### src/rtl/mult_div_unit.sv
// Iterative signed multiply/divide engine for the multi-cycle datapath.
// Multiply: radix-2 shift-add on magnitudes. Divide: restoring division on
// magnitudes. Signs are applied in a single fix-up cycle.
//
// state | meaning
// IDLE  | waiting for mult_start/div_start after reset
// CALC  | running WIDTH iterations on the magnitude accumulator
// FIX   | applying sign correction, writing HI_RES/LO_RES
// DONE  | result held with mult_div_done=1, new start accepted
module mult_div_unit #(
  parameter int WIDTH = 32
) (
  input  logic             CLK,
  input  logic             RST,
  input  logic             mult_start,
  input  logic             div_start,
  input  logic [WIDTH-1:0] SrcA,
  input  logic [WIDTH-1:0] SrcB,
  output logic [WIDTH-1:0] HI_RES,
  output logic [WIDTH-1:0] LO_RES,
  output logic             mult_div_done,
  output logic             busy,
  output logic             div_by_zero
);

  localparam int CW = $clog2(WIDTH) + 1;

  typedef enum logic [1:0] {IDLE, CALC, FIX, DONE} state_t;

  state_t             state;
  logic [CW-1:0]      cnt;
  logic [2*WIDTH-1:0] acc;
  logic [WIDTH-1:0]   abs_b_q;
  logic [WIDTH-1:0]   a_orig;
  logic               is_div;
  logic               neg_q;
  logic               neg_r;
  logic               b_zero;

  logic [WIDTH-1:0]   abs_a;
  logic [WIDTH-1:0]   abs_b;
  logic [WIDTH:0]     hi_sum;
  logic [2*WIDTH-1:0] mul_next;
  logic [2*WIDTH-1:0] sh;
  logic [WIDTH:0]     trial;
  logic [2*WIDTH-1:0] div_next;
  logic [2*WIDTH-1:0] prod_fix;
  logic [WIDTH-1:0]   quo_fix;
  logic [WIDTH-1:0]   rem_fix;

  // Operand magnitudes; -0x80.. wraps to the correct unsigned magnitude.
  always_comb begin
    abs_a = SrcA[WIDTH-1] ? -SrcA : SrcA;
    abs_b = SrcB[WIDTH-1] ? -SrcB : SrcB;
  end

  // One iteration of shift-add multiply and restoring divide.
  always_comb begin
    hi_sum   = {1'b0, acc[2*WIDTH-1:WIDTH]} + (acc[0] ? {1'b0, abs_b_q} : '0);
    mul_next = {hi_sum, acc[WIDTH-1:1]};
    sh       = {acc[2*WIDTH-2:0], 1'b0};
    trial    = {1'b0, sh[2*WIDTH-1:WIDTH]} - {1'b0, abs_b_q};
    div_next = trial[WIDTH] ? sh : {trial[WIDTH-1:0], sh[WIDTH-1:1], 1'b1};
  end

  // Sign fix-up: the product is negated as one 2*WIDTH value.
  always_comb begin
    prod_fix = neg_q ? -acc : acc;
    quo_fix  = neg_q ? -acc[WIDTH-1:0] : acc[WIDTH-1:0];
    rem_fix  = neg_r ? -acc[2*WIDTH-1:WIDTH] : acc[2*WIDTH-1:WIDTH];
  end

  // Control FSM with registered outputs; the iteration timer counts down.
  always_ff @(posedge CLK) begin
    if (RST) begin
      state         <= IDLE;
      cnt           <= '0;
      acc           <= '0;
      abs_b_q       <= '0;
      a_orig        <= '0;
      is_div        <= 1'b0;
      neg_q         <= 1'b0;
      neg_r         <= 1'b0;
      b_zero        <= 1'b0;
      HI_RES        <= '0;
      LO_RES        <= '0;
      mult_div_done <= 1'b0;
      busy          <= 1'b0;
      div_by_zero   <= 1'b0;
    end else begin
      case (state)
        IDLE, DONE: begin
          if (mult_start || div_start) begin
            // multiply wins when both requests arrive together
            is_div        <= !mult_start;
            a_orig        <= SrcA;
            acc           <= {{WIDTH{1'b0}}, abs_a};
            abs_b_q       <= abs_b;
            neg_q         <= SrcA[WIDTH-1] ^ SrcB[WIDTH-1];
            neg_r         <= SrcA[WIDTH-1];
            b_zero        <= (SrcB == '0);
            cnt           <= CW'(WIDTH);
            busy          <= 1'b1;
            mult_div_done <= 1'b0;
            div_by_zero   <= 1'b0;
            state         <= CALC;
          end
        end
        CALC: begin
          acc <= is_div ? div_next : mul_next;
          cnt <= cnt - CW'(1);
          if (cnt == CW'(1)) state <= FIX;
        end
        FIX: begin
          if (!is_div) begin
            HI_RES <= prod_fix[2*WIDTH-1:WIDTH];
            LO_RES <= prod_fix[WIDTH-1:0];
          end else if (b_zero) begin
            // zero divisor: dividend passes through, quotient all ones
            HI_RES      <= a_orig;
            LO_RES      <= '1;
            div_by_zero <= 1'b1;
          end else begin
            HI_RES <= rem_fix;
            LO_RES <= quo_fix;
          end
          mult_div_done <= 1'b1;
          busy          <= 1'b0;
          state         <= DONE;
        end
        default: state <= IDLE;
      endcase
    end
  end

endmodule

### config.mk
export PLATFORM = sky130hd
export DESIGN_NAME = mult_div_unit
export DESIGN_NICKNAME = d
export VERILOG_FILES = /design/src/rtl/mult_div_unit.sv
export SDC_FILE = /design/constraint.sdc
export NUM_CORES = 1
export LEC_CHECK = 0
export ABC_CLOCK_PERIOD_IN_PS = 3400
export CAP_MARGIN = 10
export CORE_UTILIZATION = 59
export DETAILED_ROUTE_END_ITERATION = 6
export DONT_BUFFER_PORTS = 1
export GPL_TIMING_DRIVEN = 1
export PLACE_DENSITY_LB_ADDON = 0.15
export SLEW_MARGIN = 10
export SYNTH_ARGS = -nofsm -noshare
export SYNTH_HDL_FRONTEND = slang
export SYNTH_SLANG_ARGS = --single-unit
### constraint.sdc
create_clock -name CLK -period 3.4 [get_ports CLK]
set_input_delay 0.68 -clock CLK [delete_from_list [all_inputs] [get_ports CLK]]
set_output_delay 0.68 -clock CLK [all_outputs]
set_load 0.05 [all_outputs]
-- Word level (Yosys, flattened, before mapping)
Cells that the tools add are included.
- bitwise gates (word level): 1
- reductions and logical operators: 12
- eq/ne operators: 8
- add/subtract/negate cells: 8
- muxes and demuxes: 26
- operators with widths (operator ; count):
    $mux W32 ; 9
    $mux W64 ; 4
    $neg A32 Y32 ; 4
    $pmux W64 S2 ; 1
    $neg A64 Y64 ; 1
    $add A32 B32 Y33 ; 1
    $sub A32 B32 Y33 ; 1
    $logic_not A32 Y1 ; 1
    $pmux W6 S2 ; 1
    $ne A2 B2 Y1 const B ; 4
    $reduce_and A2 Y1 ; 4
    $eq A6 B1 Y1 const B ; 1
    $mux W6 ; 1
    $pmux W1 S2 ; 3
    $pmux W2 S3 ; 1
    $sub A6 B1 Y6 const B ; 1
    $eq A2 B2 Y1 const B ; 2
    $mux W1 ; 4
    $mux W2 ; 2
    $reduce_and A4 Y1 ; 1
    $reduce_bool A2 Y1 ; 2
    $eq A2 B1 Y1 const B ; 1
    $logic_not A2 Y1 ; 1
    $reduce_or A2 Y1 ; 1
    other kinds (3) ; 3
- bits of input ports: 68
- word-level logic and storage cells: 69
- flip-flop bits (word level): 207

-- Depth between registers and ports, before layout
Gate-level depths: netlist of run 1.
- depth in word-level cells: 4
- gate-level depth with buffers: 15
- gate-level depth less buffers: 14

-- Worst setup path before layout of run 1
Ideal clock, no wire load.
- path type: register -> register
- start: register acc[31]
- end: register acc[55]
- slack: 12 ps
- setup time: 122 ps
- data required time: 3278 ps
- buffers on the path: 2
- cell stages (with the launch flop): 16
- arrival: 3266 ps
- cells stage by stage: dfxtp_1 > inv_1 > ha_1 > fa_1 > nand2b_1 > a211oi_1 > a211oi_1 > o21bai_1 > a21oi_1 > o211ai_1 > a211o_1 > clkbuf_1 > clkbuf_1 > mux2i_1 > nor2_1 > a221o_1
- longest elaborated chain between the ends: 4
- RTL lines (what ; RTL line ; RTL):
    start: declaration ; 32 ; logic [2*WIDTH-1:0] acc;
    start signal: assignment ; 97 ; acc <= {{WIDTH{1'b0}}, abs_a};
    start signal: assignment ; 110 ; acc <= is_div ? div_next : mul_next;
    $sub A32 B32 Y33 ; 62 ; trial = {1'b0, sh[2*WIDTH-1:WIDTH]} - {1'b0, abs_b_q};
    $mux W64 ; 63 ; div_next = trial[WIDTH] ? sh : {trial[WIDTH-1:0], sh[WIDTH-1:1], 1'b1};
    $mux W64 ; 110 ;
    $pmux W64 S2 ; 91 ; case (state)
Every way passes these cells.
A chain may end at the register's enable or synchronous reset.

-- Worst setup path after layout of run 1
- start: register acc[39]
- end: register HI_RES[25]
- longest elaborated chain between the ends: 4
- elaborated cells on any way between the ends: 6
- classes of those cells: add/sub: 2; mux: 4
- RTL lines (what ; RTL line ; RTL):
    $neg A32 Y32 ; 70 ; rem_fix = neg_r ? -acc[2*WIDTH-1:WIDTH] : acc[2*WIDTH-1:WIDTH];
    $mux W32 ; 70 ;
    $mux W32 ; 118 ; end else if (b_zero) begin
    $mux W32 * ; 115 ; if (!is_div) begin
    end signal: assignment ; 116 ; HI_RES <= prod_fix[2*WIDTH-1:WIDTH];
    end signal: assignment ; 120 ; HI_RES <= a_orig;
    end signal: assignment ; 124 ; HI_RES <= rem_fix;
    end: declaration ; 19 ; output logic [WIDTH-1:0] HI_RES,
Mark *: on every way between the ends. The rest lies on a longest branch, timed or not.

==> metrics.md, run 1 <==
| Metric | Value |
|---|---|
| Maximum clock frequency | 303.1 MHz |
| Slew margin rel. | 31.88% |
| CP Launch Type | flip-flop |
| Reported max-cap violation count | 0 |
| Clock-pin slew on the worst setup and hold paths | 60 ps |
| Clock Latency Late Sink | 540 ps |
| Maximum number of pins on one net before global-route repair | 174 |
| Clock tree from TritonCTS | built |
| Iteration count of the initial detailed-routing pass | 6 |
| Number of buffers on the longest clock path | 3 |
| Power per cell area | 843.8 mW/mm^2 |
| Number of H-tree branching levels | 1 |
| Final instance count without filler cells | 2,370 |
| Leak pwr | 6.673 nW |
| Average cell area after synthesis | 7.528 sq um |
| Clock buffers created by TritonCTS | 25 |
| Number of antenna violations at the first check in global routing | 0 |
| Cell count after synthesis | 2,046 |
| Number of nets produced by synthesis | 2,190 |
| First-pass GRT wire length | 73.70 mm |
| Number of design-rule violations left by the first detailed-router iteration | 1,518 |
| Number of global-route vias before repair | 13,765 |
| Total power draw | 14.40 mW |
| Flop-to-flop setup slack | 100 ps |
| Final total negative setup slack | 0 ps |
| Antenna-violating nets left | 0 |
| Worst ir drop on vdd | 1.094 mV |
| Vias per Instance | 6.336 |
| Stage delay of the slowest cell on the critical path | 570 ps |
| Global Route Usage Sum | 34.47% |
| Most instantiated library cell after synthesis | sky130_fd_sc_hd__nand2_1 |
| Netlist area before placement | 0.01540 sq mm |
| Number of nets at the end of the flow | 2,167 |
| Final-report max-slew violation count | 0 |
| Critical path arrival | 3730 ps |
| Proportion of register bits with asynchronous set or reset after synthesis | 0% |
| Number of hold violations in the final report | 0 |
| Largest area contributor in the netlist | sky130_fd_sc_hd__dfxtp_1 |
| Critical path type | flip-flop to flip-flop |
| Critical path capture point type | flip-flop |
| Sequential Power Share | 32.5% |
| Fraction of final layout cells sized beyond drive strength 1 | 10.25% |
| Signed area change from the synthesized netlist to the final layout | 10.79% |
| Average detailed-routed wire length per instance | 19.90 microns |
| Final antenna diode count | 0 |
| Crit path setup slack, layout | 100.9 ps |
| Critical path peak fanout | 8 |
| Horiz. Die Dim | 163.6 microns |
| Path class of the lowest-slack min-delay path | input pin to flip-flop |
| Num Clock Sinks | 206 |
| Detailed placement HPWL | 34.77 mm |
| Initial standard-cell utilization of the core | 60.64% |
| Setup skew after layout | 15.08 ps |
| Final weighted congestion in routability-driven placement | 0.9378 |
| Switching power as a share of total power | 47.72% |
| Number of library cell types mapped by synthesis | 66 |
| Die Height | 163.6 microns |
| Crit-path cells | or4_4 -> or4b_4 -> or4_4 -> or3_1 -> nand2_1 -> xnor2_1 -> mux2i_1 -> nand2_1 -> o21ai_0 -> a211oi_1 |
| Post-layout min period | 3299 ps |
| Total Die Area | 0.02676 sq mm |
| IO Port Bufs | 0 |
| Biggest area contributors in the synthesized netlist | sky130_fd_sc_hd__dfxtp_1 (27%), sky130_fd_sc_hd__nand2_1 (6.1%), sky130_fd_sc_hd__ha_1 (6.0%) |
| Portion of synthesized cell area occupied by the leading cell type | 26.77% |
| Number of synthesized register bits | 206 |
| DRC viols | 0 |
| Total internal power | 7.527 mW |
| Net Switching | 6.871 mW |
| Clock tree root buffer cell | sky130_fd_sc_hd__clkbuf_16 |
| Core Footprint | 0.02540 sq mm |
| Crit share post-route | 97.03% |
| Synth cell count leaders | sky130_fd_sc_hd__nand2_1 (252), sky130_fd_sc_hd__dfxtp_1 (206), sky130_fd_sc_hd__nor2_1 (201), sky130_fd_sc_hd__a21oi_1 (155), sky130_fd_sc_hd__clkbuf_1 (140) |
| Final WL | 47.16 mm |
| Outcome | complete, no violations |
| Sequential share of the synthesized area | 26.77% |
| Count of flip-flops with a built-in enable after synthesis | 0 |
| Clk network pwr share | 18.6% |
| Comb power frac | 48.9% |
| Leftover overflow at the end of global routing | 0 |
| Slew at the pin closest to its max-slew limit | 1018 ps |
| Placement Setup Slack | -211.9 ps |
| Final setup violation count | 0 |
| Post-placement cell count | 2,322 |
| CTS Hold Bufs | 0 |
| Synth Flop Type | sky130_fd_sc_hd__dfxtp_1 |
| Io pins | 135 |
| Warnings from Yosys | 0 |
| Data required time at the worst endpoint | 3830 ps |
| Total number of vias | 15,017 |
| Site row count | 58 |
| Crit path max-delay cell type | sky130_fd_sc_hd__or4_4 |
## final cells by class
| cell class | instances | area, sq um |
|---|---|---|
| clock inverters | 9 | 108.9 |
| fillers | 2251 | 8335 |
| multi-input cells | 1619 | 10610 |
| flip-flops and latches | 206 | 4133 |
| clock buffers | 35 | 703.2 |
| repair buffers | 109 | 868.3 |
| well taps | 330 | 412.9 |
| inverters | 62 | 232.7 |
## cells in the final DEF, fill, tap and decap left out, drive strengths merged, types with 33 or more instances in the layout
| cell type | Yosys | final |
|---|---|---|
| nor2 | 201 | 201 |
| o211ai | 34 | 34 |
| o21ai | 141 | 141 |
| xor2 | 93 | 93 |
| inv | 62 | 63 |
| buf | 19 | 109 |
| or3 | 33 | 33 |
| a211oi | 84 | 84 |
| ha | 74 | 74 |
| mux2i | 83 | 83 |
| a21oi | 155 | 155 |
| dfxtp | 206 | 206 |
| o31ai | 38 | 38 |
| nand2 | 252 | 252 |
| xnor2 | 102 | 102 |
| clkbuf | 140 | 35 |
## sequential cells by signal, summed over array words and instances (netlist names)
signal and flops:
cnt 6, a_orig 32, acc 64, busy 1, neg_q 1, mult_div_done 1
div_by_zero 1, abs_b_q 32, state 2, is_div 1, LO_RES 32, b_zero 1
HI_RES 32
## worst max-delay path, delay by kind of cell (launching register included)
| kind | cells | cell delay (ps) |
|---|---|---|
| compound gates | 2 | 360 |
| xor+xnor | 1 | 130 |
| flops | 1 | 370 |
| mux | 1 | 110 |
| simple gates | 6 | 2220 |
## power by group through the flow
stage	sequential [mW]	clock, mW	combinational (mW)
2_1_floorplan	4.33	0	5.18
3_3_place_gp	4.68	0	6.58
3_5_place_dp	4.71	0	6.70
4_1_cts	4.66	2.69	6.76
5_1_grt	4.78	2.79	7.69
6_report	4.68	2.68	7.04
## cells by family (layout without fill, tap and decap cells)
family	Yosys count	in the layout	synth area share (%)
adders and majority gates	76	76	6.271
muxes	86	86	5.613
and+or+nand+nor	660	660	19.74
AOI/OAI and AO/OA	602	602	24.98
DFF	206	206	26.78
xor gates and xnor gates	195	195	11.09
buffers and inverters	221	215	5.532
## worst paths after layout
check,from,to,cells past startpoint
setup / recovery,acc[39],HI_RES[25],10
hold reg to reg,abs_b_q[26],abs_b_q[26],2
setup reg to reg,acc[39],HI_RES[25],10
hold / removal,mult_start,is_div,1
## per-layer routing
metal / vias up / global-route usage [%] / part of all wire, %
met1: 7114 / 47.41 / 45
li1: 7251 / - / -
met3: 89 / 5.485 / 7.5
met5: - / 0 / 0
met2: 563 / 56.09 / 46
met4: 0 / 8.207 / 2.3
## through the flow
stage / util [%] / instance area [sq um] / hold slack [ps]
finish: 67.18 / 17060 / 229.1
global route: 67.18 / 17060 / 221.7
global placement: 63.27 / 16070 / 439.0
CTS: 66.50 / 16890 / 208.9
detailed placement: 63.27 / 16070 / 439.7
floorplan: - / 15400 / 431.9
## timing repair
item / in CTS / in global routing
gates resized for setup: 3 / 40
pin swaps: 1 / 13
buffers inserted: 0 / 4
endpoints found under the setup margin: 10 / 41
(Power assumes the default switching activity.)
==> run 2, diff against run 1 <==
Settings changed: BUFFER_PORTS_ARGS from default to -buffer_cell sky130_fd_sc_hd__buf_4, CORE_UTILIZATION 59 to 55, DONT_BUFFER_PORTS 1 to default.
==> run 2 against run 1 <==
Worst setup slack lost 11 ps. Clock-buffer cell count is 4 lower. Core utilization fell by 0.060 points. First-iteration DRC count decreased by 1.1%. Final area increased by 6.9%. Worst hold slack gained 120 ps. Cell count rose by 7.9%. Wire length grew 0.27%. Sequential power fell by 17%. Clock power rose by 6%. Sequential share of layout area down 1.6 points.
==> metrics.md, run 2 (synthesized netlist as in run 1, its figures left out) <==
| Metric | Value |
|---|---|
| Outcome | complete, no violations (unchanged) |
| Setup skew after layout | 13.14 ps (was 15.08 ps) |
| Total Die Area | 0.02868 sq mm (was 0.02676 sq mm) |
| Placement Setup Slack | -161.3 ps (was -211.9 ps) |
| Initial standard-cell utilization of the core | 56.68% (was 60.64%) |
| Clock tree root buffer cell | sky130_fd_sc_hd__clkbuf_16 (unchanged) |
| Critical path arrival | 3740 ps (was 3730 ps) |
| Number of nets at the end of the flow | 2,312 (was 2,167) |
| IO Port Bufs | 134 (was 0) |
| Iteration count of the initial detailed-routing pass | 6 (unchanged) |
| Detailed placement HPWL | 35.28 mm (was 34.77 mm) |
| Net Switching | 7.048 mW (was 6.871 mW) |
| Final WL | 47.28 mm (was 47.16 mm) |
| Stage delay of the slowest cell on the critical path | 560 ps (was 570 ps) |
| Site row count | 60 (was 58) |
| Worst ir drop on vdd | 0.7041 mV (was 1.094 mV) |
| Total internal power | 8.014 mW (was 7.527 mW) |
| Commonest cells after routing, fill and taps aside | sky130_fd_sc_hd__nand2_1 (252), sky130_fd_sc_hd__buf_4 (248), sky130_fd_sc_hd__dfxtp_1 (202) (was sky130_fd_sc_hd__nand2_1 (252), sky130_fd_sc_hd__dfxtp_1 (201), sky130_fd_sc_hd__nor2_1 (200)) |
| Finished Cell Area | 0.01824 sq mm (was 0.01706 sq mm) |
| Slew at the pin closest to its max-slew limit | 987.4 ps (was 1018 ps) |
| Reg2reg start | acc[39] (unchanged) |
| Die Height | 169.3 microns (was 163.6 microns) |
| Clock tree from TritonCTS | built (unchanged) |
| Number of H-tree branching levels | 1 (unchanged) |
| Total power draw | 15.06 mW (was 14.40 mW) |
| Sequential Power Share | 25.9% (was 32.5%) |
| Critical path capture point type | flip-flop (unchanged) |
| Number of global-route vias before repair | 14,378 (was 13,765) |
| Number of hold violations in the final report | 0 (unchanged) |
| Number of antenna violations at the first check in global routing | 1 (was 0) |
| Worst hold slack | 347.7 ps (was 229.1 ps) |
| Horiz. Die Dim | 169.3 microns (was 163.6 microns) |
| Crit path capture | HI_RES[23] (was HI_RES[25]) |
| Antenna-violating nets left | 0 (unchanged) |
| Total number of vias | 15,527 (was 15,017) |
| Fraction of final layout cells sized beyond drive strength 1 | 16.11% (was 10.25%) |
| Leftover overflow at the end of global routing | 0 (unchanged) |
| Clock buffers created by TritonCTS | 25 (unchanged) |
| First-pass GRT wire length | 74.35 mm (was 73.70 mm) |
| Number of design-rule violations left by the first detailed-router iteration | 1,502 (was 1,518) |
| Final weighted congestion in routability-driven placement | 0.9976 (was 0.9378) |
| Crit-path cells | or4_4 -> or4b_4 -> or3_2 -> or3_1 -> o21ai_1 -> xnor2_1 -> mux2_2 -> nor2_1 -> a2111oi_1 (was or4_4 -> or4b_4 -> or4_4 -> or3_1 -> nand2_1 -> xnor2_1 -> mux2i_1 -> nand2_1 -> o21ai_0 -> a211oi_1) |
| Final setup violation count | 0 (unchanged) |
| Comb power frac | 55.3% (was 48.9%) |
| Signed area change from the synthesized netlist to the final layout | 18.43% (was 10.79%) |
| DP Area | 0.01717 sq mm (was 0.01607 sq mm) |
| Number of buffers on the longest clock path | 3 (unchanged) |
| Critical path type | flip-flop to flip-flop (unchanged) |
| Power per cell area | 825.7 mW/mm^2 (was 843.8 mW/mm^2) |
| Logic depth of the worst register-to-register path | 9 (was 10) |
| Maximum clock frequency | 302.1 MHz (was 303.1 MHz) |
| Most common library cell in the layout ignoring fill and taps | sky130_fd_sc_hd__nand2_1 (unchanged) |
| DRC viols | 0 (unchanged) |
| Switching power as a share of total power | 46.79% (was 47.72%) |
| End of the worst register-to-register path | HI_RES[23] (was HI_RES[25]) |
| Slew margin rel. | 33.93% (was 31.88%) |
| Number of logic stages on the critical path including buffering | 9 (was 10) |
| Flop-to-flop setup slack | 90 ps (was 100 ps) |
| Final antenna diode count | 0 (unchanged) |
| Vias per Instance | 6.072 (was 6.336) |
| Crit path setup slack, layout | 89.49 ps (was 100.9 ps) |
| Clock-pin slew on the worst setup and hold paths | 60 ps (about the same) |
| Reported max-cap violation count | 0 (unchanged) |
| Crit share post-route | 97.37% (was 97.03%) |
| Final-report max-slew violation count | 0 (unchanged) |
| Num Clock Sinks | 206 (unchanged) |
| Maximum number of pins on one net before global-route repair | 62 (was 174) |
| Crit path max-delay cell type | sky130_fd_sc_hd__or4_4 (unchanged) |
| Path class of the lowest-slack min-delay path | input pin to flip-flop (unchanged) |
| Buffer and inverter count on the worst path | 0 (unchanged) |
| Core Footprint | 0.02718 sq mm (was 0.02540 sq mm) |
| Clock Latency Late Sink | 540 ps (about the same) |
| CTS Hold Bufs | 0 (unchanged) |
| Launch point of the worst path | acc[39] (unchanged) |
| Average detailed-routed wire length per instance | 18.49 microns (was 19.90 microns) |
| Critical path peak fanout | 4 (was 8) |
| CP Launch Type | flip-flop (unchanged) |
| Leak pwr | 7.447 nW (was 6.673 nW) |
| Delay-heaviest family, CP | simple AND/OR/NAND/NOR gates (unchanged) |
| Post-layout min period | 3311 ps (was 3299 ps) |
| Clk network pwr share | 18.8% (was 18.6%) |
| Biggest register | acc (unchanged) |
| Io pins | 135 (unchanged) |
| Number of flip-flops in the largest register | 64 (unchanged) |
| Data required time at the worst endpoint | 3830 ps (about the same) |
| Global Route Usage Sum | 32.09% (was 34.47%) |
-- run 2: per-stage QoR --
stage,std cells,TNS (ps),utilization (%)
floorplan,2046,0,-
global placement,2508,-100.8,63.16
detailed placement,2508,-770.4,63.16
CTS,2552,-7.828,66.43
global route,2557,-0.5738,67.12
finish,2557,0,67.12
-- run 2: layer usage --
metal	vias to the layer above	share of wire, %	track usage (%)
met5	-	0.032	0
met4	2	3.4	11.12
met3	119	6.7	5.784
met2	566	46	53.68
met1	7285	44	41.39
li1	7555	-	-
-- run 2: what timing repair did --
item	in CTS	in global routing
buffers inserted	0	4
hold endpoints to repair	0	0
pin swaps	1	10
resized for setup	9	33
setup endpoints to repair	15	39
cloned	0	1
-- run 2: worst min-delay path by stage --
stage	from	end	slack, ps	cells after the start
2_1_floorplan	abs_b_q[26]	abs_b_q[26]	430	2
3_3_place_gp	abs_b_q[26]	abs_b_q[26]	440	2
3_5_place_dp	a_orig[3]	a_orig[3]	450	2
4_1_cts	mult_start	is_div	340	2
5_1_grt	mult_start	is_div	350	2
6_report	mult_start	is_div	350	2
-- run 2: power groups by stage --
| stage | clock network [mW] | registers [mW] | logic (mW) |
|---|---|---|---|
| final | 2.83 | 3.89 | 8.33 |
| after global routing | 2.94 | 3.99 | 9.03 |
| after CTS | 2.84 | 3.87 | 8.05 |
| after detailed placement | 0 | 3.91 | 7.98 |
| after global placement | 0 | 3.88 | 7.83 |
| after floorplan | 0 | 4.33 | 5.18 |
-- run 2: worst reg2reg max path, stage by stage (launching register included) --
cell,delay [ps]
sky130_fd_sc_hd__dfxtp_1,360
sky130_fd_sc_hd__or4_4,560
sky130_fd_sc_hd__or4b_4,550
sky130_fd_sc_hd__or3_2,450
sky130_fd_sc_hd__or3_1,400
sky130_fd_sc_hd__o21ai_1,190
sky130_fd_sc_hd__xnor2_1,130
sky130_fd_sc_hd__mux2_2,170
sky130_fd_sc_hd__nor2_1,40
sky130_fd_sc_hd__a2111oi_1,350
-- run 2: cell type report --
type                    count  area [sq um]
clock buffers              31         688.2
clock inverters            13         177.7
fillers                  2404          8935
inverters                  62         235.2
multi-input cells        1619         10580
flip-flops and latches    206          4134
well taps                 372         465.4
repair buffers            254          1961
